[src/rtl/uart_pkg.sv]
// Shared definitions for the UART receive-side command path.
package uart_pkg;

  localparam logic [7:0] UART_SYNC_BYTE = 8'hA5;

  typedef enum logic [2:0] {
    HUNT,
    CMD,
    DATA,
    CHK,
    OUT
  } parser_state_t;

endpackage

[src/rtl/uart_frame_timer.sv]
// Inter-byte timeout for uart_cmd_parser; only instantiated when
// UART_CMD_PARSER_TIMEOUT_EN is defined.
module uart_frame_timer #(
  parameter int unsigned TIMEOUT_CYCLES = 100000,
  parameter int unsigned TO_WIDTH       = 17
) (
  input  logic clk,
  input  logic reset,
  input  logic active,
  input  logic pop,
  output logic expire
);

  localparam logic [TO_WIDTH-1:0] TERM = TO_WIDTH'(TIMEOUT_CYCLES - 1);

  logic [TO_WIDTH-1:0] r_cnt;

  // Down-counter reloaded on every pop; terminal count means TIMEOUT_CYCLES empty cycles.
  assign expire = active && !pop && (r_cnt == '0);

  always_ff @(posedge clk) begin
    if (reset || !active || pop) begin
      r_cnt <= TERM;
    end else if (r_cnt != '0) begin
      r_cnt <= r_cnt - TO_WIDTH'(1);
    end
  end

endmodule

[src/rtl/uart_cmd_parser.sv]
// Deframes A5 | cmd | payload | checksum from the rx FIFO into command words.
// Optional inter-byte timeout: define UART_CMD_PARSER_TIMEOUT_EN.
//   state | meaning
//   HUNT  | discard bytes until the 0xA5 sync byte
//   CMD   | latch wr/addr, seed running sum
//   DATA  | collect DATA_BYTES payload bytes, little-endian
//   CHK   | checksum byte must bring the sum to zero
//   OUT   | present command, hold until accepted
module uart_cmd_parser
  import uart_pkg::*;
#(
  parameter int unsigned DATA_BITS      = 8,
  parameter int unsigned DATA_BYTES     = 4,
  parameter int unsigned TIMEOUT_CYCLES = 100000,
  parameter int unsigned TO_WIDTH       = 17
) (
  input  logic                    clk,
  input  logic                    reset,
  input  logic                    rx_empty,
  input  logic [DATA_BITS-1:0]    rd_data,
  output logic                    rd_uart,
  output logic                    cmd_valid,
  input  logic                    cmd_ready,
  output logic                    cmd_wr,
  output logic [6:0]              cmd_addr,
  output logic [8*DATA_BYTES-1:0] cmd_data,
  output logic                    chk_err,
  output logic                    timeout_err,
  output logic [7:0]              err_cnt
);

  localparam int unsigned IDX_W = (DATA_BYTES > 1) ? $clog2(DATA_BYTES) : 1;
  localparam logic [IDX_W-1:0] LAST_IDX = IDX_W'(DATA_BYTES - 1);

  if (DATA_BITS != 8 || DATA_BYTES < 1 || DATA_BYTES > 8 ||
      TIMEOUT_CYCLES == 0 || TIMEOUT_CYCLES >= 2**TO_WIDTH) begin : g_bad_cfg
    $error("uart_cmd_parser: unsupported parameter set");
  end

  parser_state_t r_state, w_next;

  logic                    w_pop;
  logic                    w_chk_fail;
  logic                    w_expire;
  logic [7:0]              w_byte;
  logic [7:0]              w_sum_chk;
  logic [7:0]              r_sum;
  logic [IDX_W-1:0]        r_idx;
  logic                    r_wr;
  logic [6:0]              r_addr;
  logic [8*DATA_BYTES-1:0] r_data;
  logic                    r_chk_err;
  logic                    r_to_err;
  logic [7:0]              r_err_cnt;

  assign w_byte    = rd_data[7:0];
  assign w_pop     = !rx_empty && (r_state != OUT);
  assign w_sum_chk = r_sum + w_byte;

`ifdef UART_CMD_PARSER_TIMEOUT_EN
  logic w_active;

  assign w_active = (r_state == CMD) || (r_state == DATA) || (r_state == CHK);

  uart_frame_timer #(
    .TIMEOUT_CYCLES (TIMEOUT_CYCLES),
    .TO_WIDTH       (TO_WIDTH)
  ) u_frame_timer (
    .clk    (clk),
    .reset  (reset),
    .active (w_active),
    .pop    (w_pop),
    .expire (w_expire)
  );
`else
  assign w_expire = 1'b0;
`endif

  always_ff @(posedge clk) begin
    if (reset) begin
      r_state <= HUNT;
    end else begin
      r_state <= w_next;
    end
  end

  always_comb begin
    w_next     = r_state;
    w_chk_fail = 1'b0;
    case (r_state)
      HUNT: if (w_pop && w_byte == UART_SYNC_BYTE) w_next = CMD;
      CMD:  if (w_pop) w_next = DATA;
      DATA: if (w_pop && r_idx == LAST_IDX) w_next = CHK;
      CHK: begin
        if (w_pop) begin
          if (w_sum_chk == 8'h00) begin
            w_next = OUT;
          end else begin
            w_next     = HUNT;
            w_chk_fail = 1'b1;
          end
        end
      end
      OUT:  if (cmd_ready) w_next = HUNT;
      default: w_next = HUNT;
    endcase
    // Expiry only fires on an empty cycle, so it never competes with a pop.
    if (w_expire) w_next = HUNT;
  end

  always_ff @(posedge clk) begin
    if (reset) begin
      r_sum     <= '0;
      r_idx     <= '0;
      r_wr      <= 1'b0;
      r_addr    <= '0;
      r_data    <= '0;
      r_chk_err <= 1'b0;
      r_to_err  <= 1'b0;
      r_err_cnt <= '0;
    end else begin
      r_chk_err <= w_chk_fail;
      r_to_err  <= w_expire;
      if (w_pop) begin
        case (r_state)
          CMD: begin
            r_wr   <= w_byte[7];
            r_addr <= w_byte[6:0];
            r_sum  <= w_byte;
            r_idx  <= '0;
          end
          DATA: begin
            r_data[{r_idx, 3'b000} +: 8] <= w_byte;
            r_sum <= w_sum_chk;
            r_idx <= r_idx + IDX_W'(1);
          end
          default: ;
        endcase
      end
      if ((w_chk_fail || w_expire) && r_err_cnt != 8'hFF) begin
        r_err_cnt <= r_err_cnt + 8'd1;
      end
    end
  end

  assign rd_uart     = w_pop && !reset;
  assign cmd_valid   = (r_state == OUT);
  assign cmd_wr      = r_wr;
  assign cmd_addr    = r_addr;
  assign cmd_data    = r_data;
  assign chk_err     = r_chk_err;
  assign timeout_err = r_to_err;
  assign err_cnt     = r_err_cnt;

endmodule
[config.mk]
export PLATFORM = sky130hd
export DESIGN_NAME = uart_cmd_parser
export DESIGN_NICKNAME = d
export VERILOG_FILES = /design/src/rtl/uart_pkg.sv /design/src/rtl/uart_frame_timer.sv /design/src/rtl/uart_cmd_parser.sv
export SDC_FILE = /design/constraint.sdc
export NUM_CORES = 1
export LEC_CHECK = 0
export BUFFER_PORTS_ARGS = -buffer_cell sky130_fd_sc_hd__buf_4
export CAP_MARGIN = 20
export CELL_PAD_IN_SITES_DETAIL_PLACEMENT = 1
export CELL_PAD_IN_SITES_GLOBAL_PLACEMENT = 1
export CORE_MARGIN = 4
export CORE_UTILIZATION = 36
export DETAILED_ROUTE_END_ITERATION = 16
export PLACE_DENSITY = 0.8
export SLEW_MARGIN = 0
export SYNTH_ARGS = -nofsm -noshare
export SYNTH_HDL_FRONTEND = slang
export SYNTH_SLANG_ARGS = --single-unit
export TNS_END_PERCENT = 50
[constraint.sdc]
create_clock -name clk -period 2.4 [get_ports clk]
set_clock_uncertainty 0.05 [all_clocks]
set_input_delay 0.12 -clock clk [delete_from_list [all_inputs] [get_ports clk]]
set_output_delay 0.12 -clock clk [all_outputs]
set_load 0.02 [all_outputs]
==> results.txt, run 1 <==
----------------------------------------------------
[Synthesis]
  Syn Nets ... 394
  Post-synth design cell area ... 3019 um^2
  Yosys Warn Count ... 0
  Simple-gate share of the synthesized area ... 27.89%
  Register bit count reported by yosys ... 62
  Most used flip-flop cell after synthesis ... dfxtp_1
  Complex-gate fraction of the synthesized area ... 15.71%
  Cell taking the most area after synthesis ... dfxtp_1
  Top cells by area in the synthesized netlist ... dfxtp_1 41%, a21oi_1 8.3%, nand2_1 7.3%
  Post-synthesis share of cell area spent on full adders, half adders and majority gates ... 6.051%
  Yosys top cell area share ... 41.11%
  Number of distinct library cells after synthesis ... 46
  Number of flops mapped to enable cells by yosys ... 0
  Fraction of synthesized cell area in xor and xnor cells ... 1.450%
  Instance count of the mapped netlist ... 368
  Share of synthesized area occupied by flip-flops and latches ... 41.11%
  Dominant combinational cell family by area after synthesis ... simple AND/OR/NAND/NOR gates
  Fraction of registers with async set or reset after synthesis ... 0%
  Mean Syn Cell Area ... 8.204 um^2
  Proportion of synthesized area in mux cells ... 3.937%

[Worst setup path]
  Startpoint Class ... flip-flop
  Required arrival time at the worst endpoint ... 2580 ps
  Sum of buffers and inverters on the critical path ... 2
  CP Data Arrival Time ... 2730 ps
  CP Class ... flip-flop to flip-flop
  Cell family contributing the most delay on the critical path ... simple AND/OR/NAND/NOR gates
  Largest driver fanout on the critical path ... 5
  Peak per-stage delay on the critical path ... 490 ps
  Most used cell, CP ... buf_6
  Critical Path End Type ... flip-flop
  Cell breakdown of the critical path ... ha_4 > fa_2 > buf_6 > xor2_2 > or4_4 > nor4_4 > buf_6 > nor3b_1 > mux2_1
  Cell with the largest stage delay on the worst path ... or4_4

[Clock tree]
  Clock-pin slew on the worst setup and hold paths ... 80 ps
  Hold buffers post-CTS ... 0
  TritonCTS clock tree ... built
  Clock Root Buffer ... clkbuf_8
  Sinks on the clock net ... 62
  Num CTS Buffers ... 9
  Clock latency on the worst-skew pair ... 360 ps
  Level count of the clock H-tree ... 3
  Buffers from clock root to sink, at most ... 2

[Placed design]
  Final HPWL from detailed placement ... 7062 um
  Port Buffers ... 62
  Worst slack at placement ... -200.5 ps
  Gpl congestion ... 0.8437
  Placed cell count ... 544

[Hold path]
  Worst min-delay path category ... input pin to flip-flop

[Pwr]
  Total leakage power ... 1.623 nW
  Pwr Density ... 514.8 nW/um^2
  VDD IR max ... 0.3520 mV

[Drt]
  WL final ... 10310 um
  Vias post-DR ... 3098
  Routed wire length per instance ... 18.19 um
  Remaining routing DRC violations ... 0
  Initial DRC count ... 161
  Via density per instance ... 5.464
  DRT antenna net count ... 0
  First-pass iteration count of the detailed router ... 4

[Finish]
  Diodes inserted ... 0
  Area delta synth->final ... 35.93%
  Fill cell count ... 1008
  Layout Cells excl Fill ... 567
  Most common library cell in the layout ignoring fill and taps ... buf_4
  Number of nets in the final layout ... 483
  Fraction of final layout cells with drive strength greater than 1 ... 29.65%
  Layout Utilization ... 50.20%
  Commonest non-fill, non-tap cells in the layout ... 93 x buf_4, 59 x nand2_1, 59 x dfxtp_1

[Floorplan]
  Die outline area ... 9915 um^2
  Count of standard-cell rows ... 33
  Die W ... 99.58 um
  Vertical die dimension ... 99.58 um
  Starting utilization of the core area ... 36.93%
  Top-level I/O count ... 64
  Std-Cell Core Area ... 8175 um^2

[STA]
  Unrepaired setup endpoints after global routing ... true
  Achievable clock frequency ... 393.3 MHz
  Period utilisation layout ... 105.9%
  Fin crit period ... 2543 ps
  Max-slew violation count ... 0
  Total of endpoints with negative setup slack in the final report ... 8
  Worst setup margin ... -142.5 ps
  Final hold viol count ... 0
  Transition time at the pin with the least slew margin ... 727.0 ps
  Tightest slew margin relative to the limit ... 51.53%
  Worst hold slack ... 55.88 ps

[GRT]
  Wire length of the first global-routing pass ... 16300 um
  Pin count of the biggest net entering global routing ... 69
  Number of global-route vias before repair ... 3191
  GRT Resource Usage Total ... 20.90%
  Initial antenna violation count ... 0
  Total congestion overflow ... 0

[Flow run]
  Max-cap violations ... 0

[Run status]
  Run status ... finished with violations
  Violated checks ... setup timing

----------------------------------------------------
layout make-up:
type / count / area (um^2) / area share [%]
Sequential cell: 62 / 1245 / 30.34
Timing Repair Buffer: 97 / 743.2 / 18.11
Tap cell: 105 / 131.4 / 3.201
Multi-Input combinational cell: 279 / 1755 / 42.77
Clock inverter: 6 / 71.32 / 1.738
Clock buffer: 10 / 127.6 / 3.110
Inverter: 8 / 30.03 / 0.7317
cells by family (layout without fill, tap and decap cells):
kind of cell	count (synthesis)	in the layout
AND/OR/NAND/NOR	171	171
AO/OA/AOI/OAI	77	77
flip-flops	62	62
buffers and inverters	27	121
adder cells (fa/ha/maj)	14	14
multiplexers	11	11
XOR/XNOR	5	5
other	1	1
worst paths after layout:
| check | from | end | slack (ps) | cells after the start |
|---|---|---|---|---|
| setup reg to reg | r_sum[0] | err_cnt[2] | -140 | 9 |
| hold / removal | rd_data[7] | cmd_data[15] | 60 | 3 |
| setup / recovery | r_sum[0] | err_cnt[2] | -140 | 9 |
| hold reg to reg | cmd_data[24] | cmd_data[24] | 410 | 2 |
metrics by stage:
step	power, mW	area (um^2)	TNS, ps
finish	2.113	4104	-853.1
global placement	1.180	3765	-441.9
CTS	2.123	4003	-978.0
detailed placement	1.184	3765	-868.9
global route	2.200	4104	-1707
floorplan	1.109	3040	-17.46
worst reg2reg max path: cells and delay by family, from the launching register on:
kind          cells  cell delay, ps
xor+xnor          1             140
mux               1             330
flops             1             340
simple gates      3             720
buf+inv           2             300
fa+ha+maj         2             550
synthesized netlist by cell type, drive strengths merged (6+ instances only):
library cell / instances
nor3: 7
nand3: 37
inv: 8
clkbuf: 17
dfxtp: 62
a21oi: 52
a211oi: 8
nor2b: 7
mux2i: 7
nand2: 59
ha: 13
nor3b: 6
nor2: 29
o21ai: 7
flip-flops by register name, summed over array words and instances (netlist names):
register and flops:
r_sum 8, r_state 3, cmd_addr 7, err_cnt 8
cmd_data 32, r_idx 2, chk_err 1, cmd_wr 1
where the power goes:
group	switching (mW)	total (mW)	internal, mW
combinational	0.0877	0.146	0.0584
sequential	0.000314	1.03	1.03
clock	0.452	0.938	0.486
total	0.540	2.11	1.57
timing repair:
item / CTS / global route
endpoints found under the setup margin: 8 / 10
pin swaps: 2 / 12
buffers inserted: 3 / 3
cloned: 0 / 1
gates resized for setup: 3 / 15
layer usage:
layer,GRT usage (%),part of all wire (%)
met1,24.38,44
met2,36.16,49
met3,7.784,5.8
met4,5.357,1.4
met5,0,0
No activity file was read; power rests on OpenSTA's default activity.
==> inputs of run 2 (changes only) <==
Settings changed: HOLD_SLACK_MARGIN set to 0.12, SKIP_LAST_GASP set to 1.
==> run 2 against run 1 <==
Against the previous run: the run still ends with setup timing left; total power is essentially flat; wire length decreased by 0.66%; clock-buffer cell count unchanged; fmax is 1.3% lower; sequential cell count is the same; clock power is essentially flat; via count about the same; critical path depth unchanged; sequential power is essentially flat.
==> results.txt, run 2 (synthesis results as in run 1) <==
----------------------------------------------------
[Clock tree]
  Level count of the clock H-tree ... 3
  Sinks on the clock net ... 62
  Clock Root Buffer ... clkbuf_8
  Buffers from clock root to sink, at most ... 2
  TritonCTS clock tree ... built
  Num CTS Buffers ... 9
  Clock-pin slew on the worst setup and hold paths ... 80 ps
  Clock latency on the worst-skew pair ... 350 ps

[STA]
  Unrepaired setup endpoints after global routing ... true
  Worst hold slack ... 161.5 ps
  Achievable clock frequency ... 388.3 MHz
  Period utilisation layout ... 107.3%
  Final hold viol count ... 0
  Worst setup margin ... -175.1 ps
  Tightest slew margin relative to the limit ... 52.45%
  Max-slew violation count ... 0
  Fin crit period ... 2575 ps
  Transition time at the pin with the least slew margin ... 713.3 ps
  Total of endpoints with negative setup slack in the final report ... 9
  Setup tns final ... -1127 ps

[Finish]
  Number of nets in the final layout ... 486
  Commonest non-fill, non-tap cells in the layout ... 96 x buf_4, 60 x dfxtp_1, 59 x nand2_1
  Layout Utilization ... 50.12%
  Layout Cells excl Fill ... 570
  Final design area excluding fillers ... 4098 um^2
  Most common library cell in the layout ignoring fill and taps ... buf_4
  Largest register FFs ... 32
  Area delta synth->final ... 35.72%
  Area of the multi-input gates ... 1732 um^2
  Diodes inserted ... 0
  Fill cell count ... 1002
  Fraction of final layout cells with drive strength greater than 1 ... 28.60%
  Area taken by flip-flops and latches ... 1244 um^2

[Floorplan]
  Vertical die dimension ... 99.58 um
  Top-level I/O count ... 64
  Starting utilization of the core area ... 36.93%
  Count of standard-cell rows ... 33
  Std-Cell Core Area ... 8175 um^2
  Die outline area ... 9915 um^2
  Die W ... 99.58 um

[Drt]
  Via density per instance ... 5.430
  WL final ... 10250 um
  Remaining routing DRC violations ... 0
  Initial DRC count ... 112
  Vias post-DR ... 3095
  DRT antenna net count ... 0
  Routed wire length per instance ... 17.97 um
  First-pass iteration count of the detailed router ... 4

[GRT]
  Pin count of the biggest net entering global routing ... 69
  Number of global-route vias before repair ... 3216
  Initial antenna violation count ... 0
  Wire length of the first global-routing pass ... 16420 um
  GRT Resource Usage Total ... 21.05%
  Total congestion overflow ... 0

[Worst setup path]
  Required arrival time at the worst endpoint ... 2580 ps
  Startpoint Class ... flip-flop
  Largest driver fanout on the critical path ... 5
  CP Data Arrival Time ... 2760 ps
  Critical Path End Type ... flip-flop
  CP Class ... flip-flop to flip-flop

[Run status]
  Violated checks ... setup timing
  Run status ... finished with violations

[Placed design]
  Port Buffers ... 62
  Placed cell count ... 544
  Gpl congestion ... 0.8437
  Final HPWL from detailed placement ... 7062 um
  Worst slack at placement ... -200.5 ps
  Placement Cell Area ... 3765 um^2

[Pwr]
  VDD IR max ... 0.3534 mV
  Pwr Density ... 515.3 nW/um^2
  Total leakage power ... 1.632 nW
  Total Power Consumption ... 2.111 mW

[Hold path]
  Worst min-delay path category ... input pin to flip-flop

[Flow run]
  Max-cap violations ... 0

----------------------------------------------------
==> run 2: what timing repair did <==
| action | CTS | global route |
|---|---|---|
| endpoints found under the hold margin | 8 | 0 |
| setup endpoints to repair | 8 | 10 |
| gates resized for setup | 3 | 8 |
| pin swaps | 1 | 11 |
| buffers inserted | 3 | 3 |
| hold buffers | 3 | 0 |
| gates cloned | 0 | 1 |
==> run 2: final cells by class <==
cell class                 count  share of cell area, %
inverter                       8                 0.7328
sequential                    62                  30.35
timing repair buffer         100                  18.60
clock buffer                  10                  3.114
multi-input combinational    279                  42.26
clock inverter                 6                  1.740
tap                          105                  3.206
==> run 2: routing by layer <==
| metal | vias to the layer above | global-route usage (%) | part of all wire, % | wire length, um |
|---|---|---|---|---|
| met4 | 0 | 5.357 | 1.4 | 143 |
| met1 | 1518 | 24.25 | 42 | 4325 |
| met3 | 19 | 7.854 | 6.1 | 622 |
| met2 | 83 | 36.78 | 50 | 5153 |
| met5 | - | 0 | 0 | 0 |
| li1 | 1475 | - | - | - |
==> run 2: report_power, final <==
part | internal (mW) | switching [mW]
logic | 0.0602 | 0.0856
clock network | 0.486 | 0.451
registers | 1.03 | 0.000301
==> run 2: final timing paths <==
path         slack (ps)          from           end  depth (start not counted)
min reg2reg         410  cmd_data[24]  cmd_data[24]                          2
min                 160    rd_data[5]   cmd_addr[5]                          4
max reg2reg        -180      r_sum[1]    err_cnt[2]                          9
max                -180      r_sum[1]    err_cnt[2]                          9
==> run 2: critical path: stages, from the launching register on <==
cell and delay (ps):
dfxtp_2 340, buf_4 150, fa_2 380, buf_4 150, xor2_1 150, or4_4 500, nor4_4 190, buf_6 160
nor3b_1 50, mux2_1 330
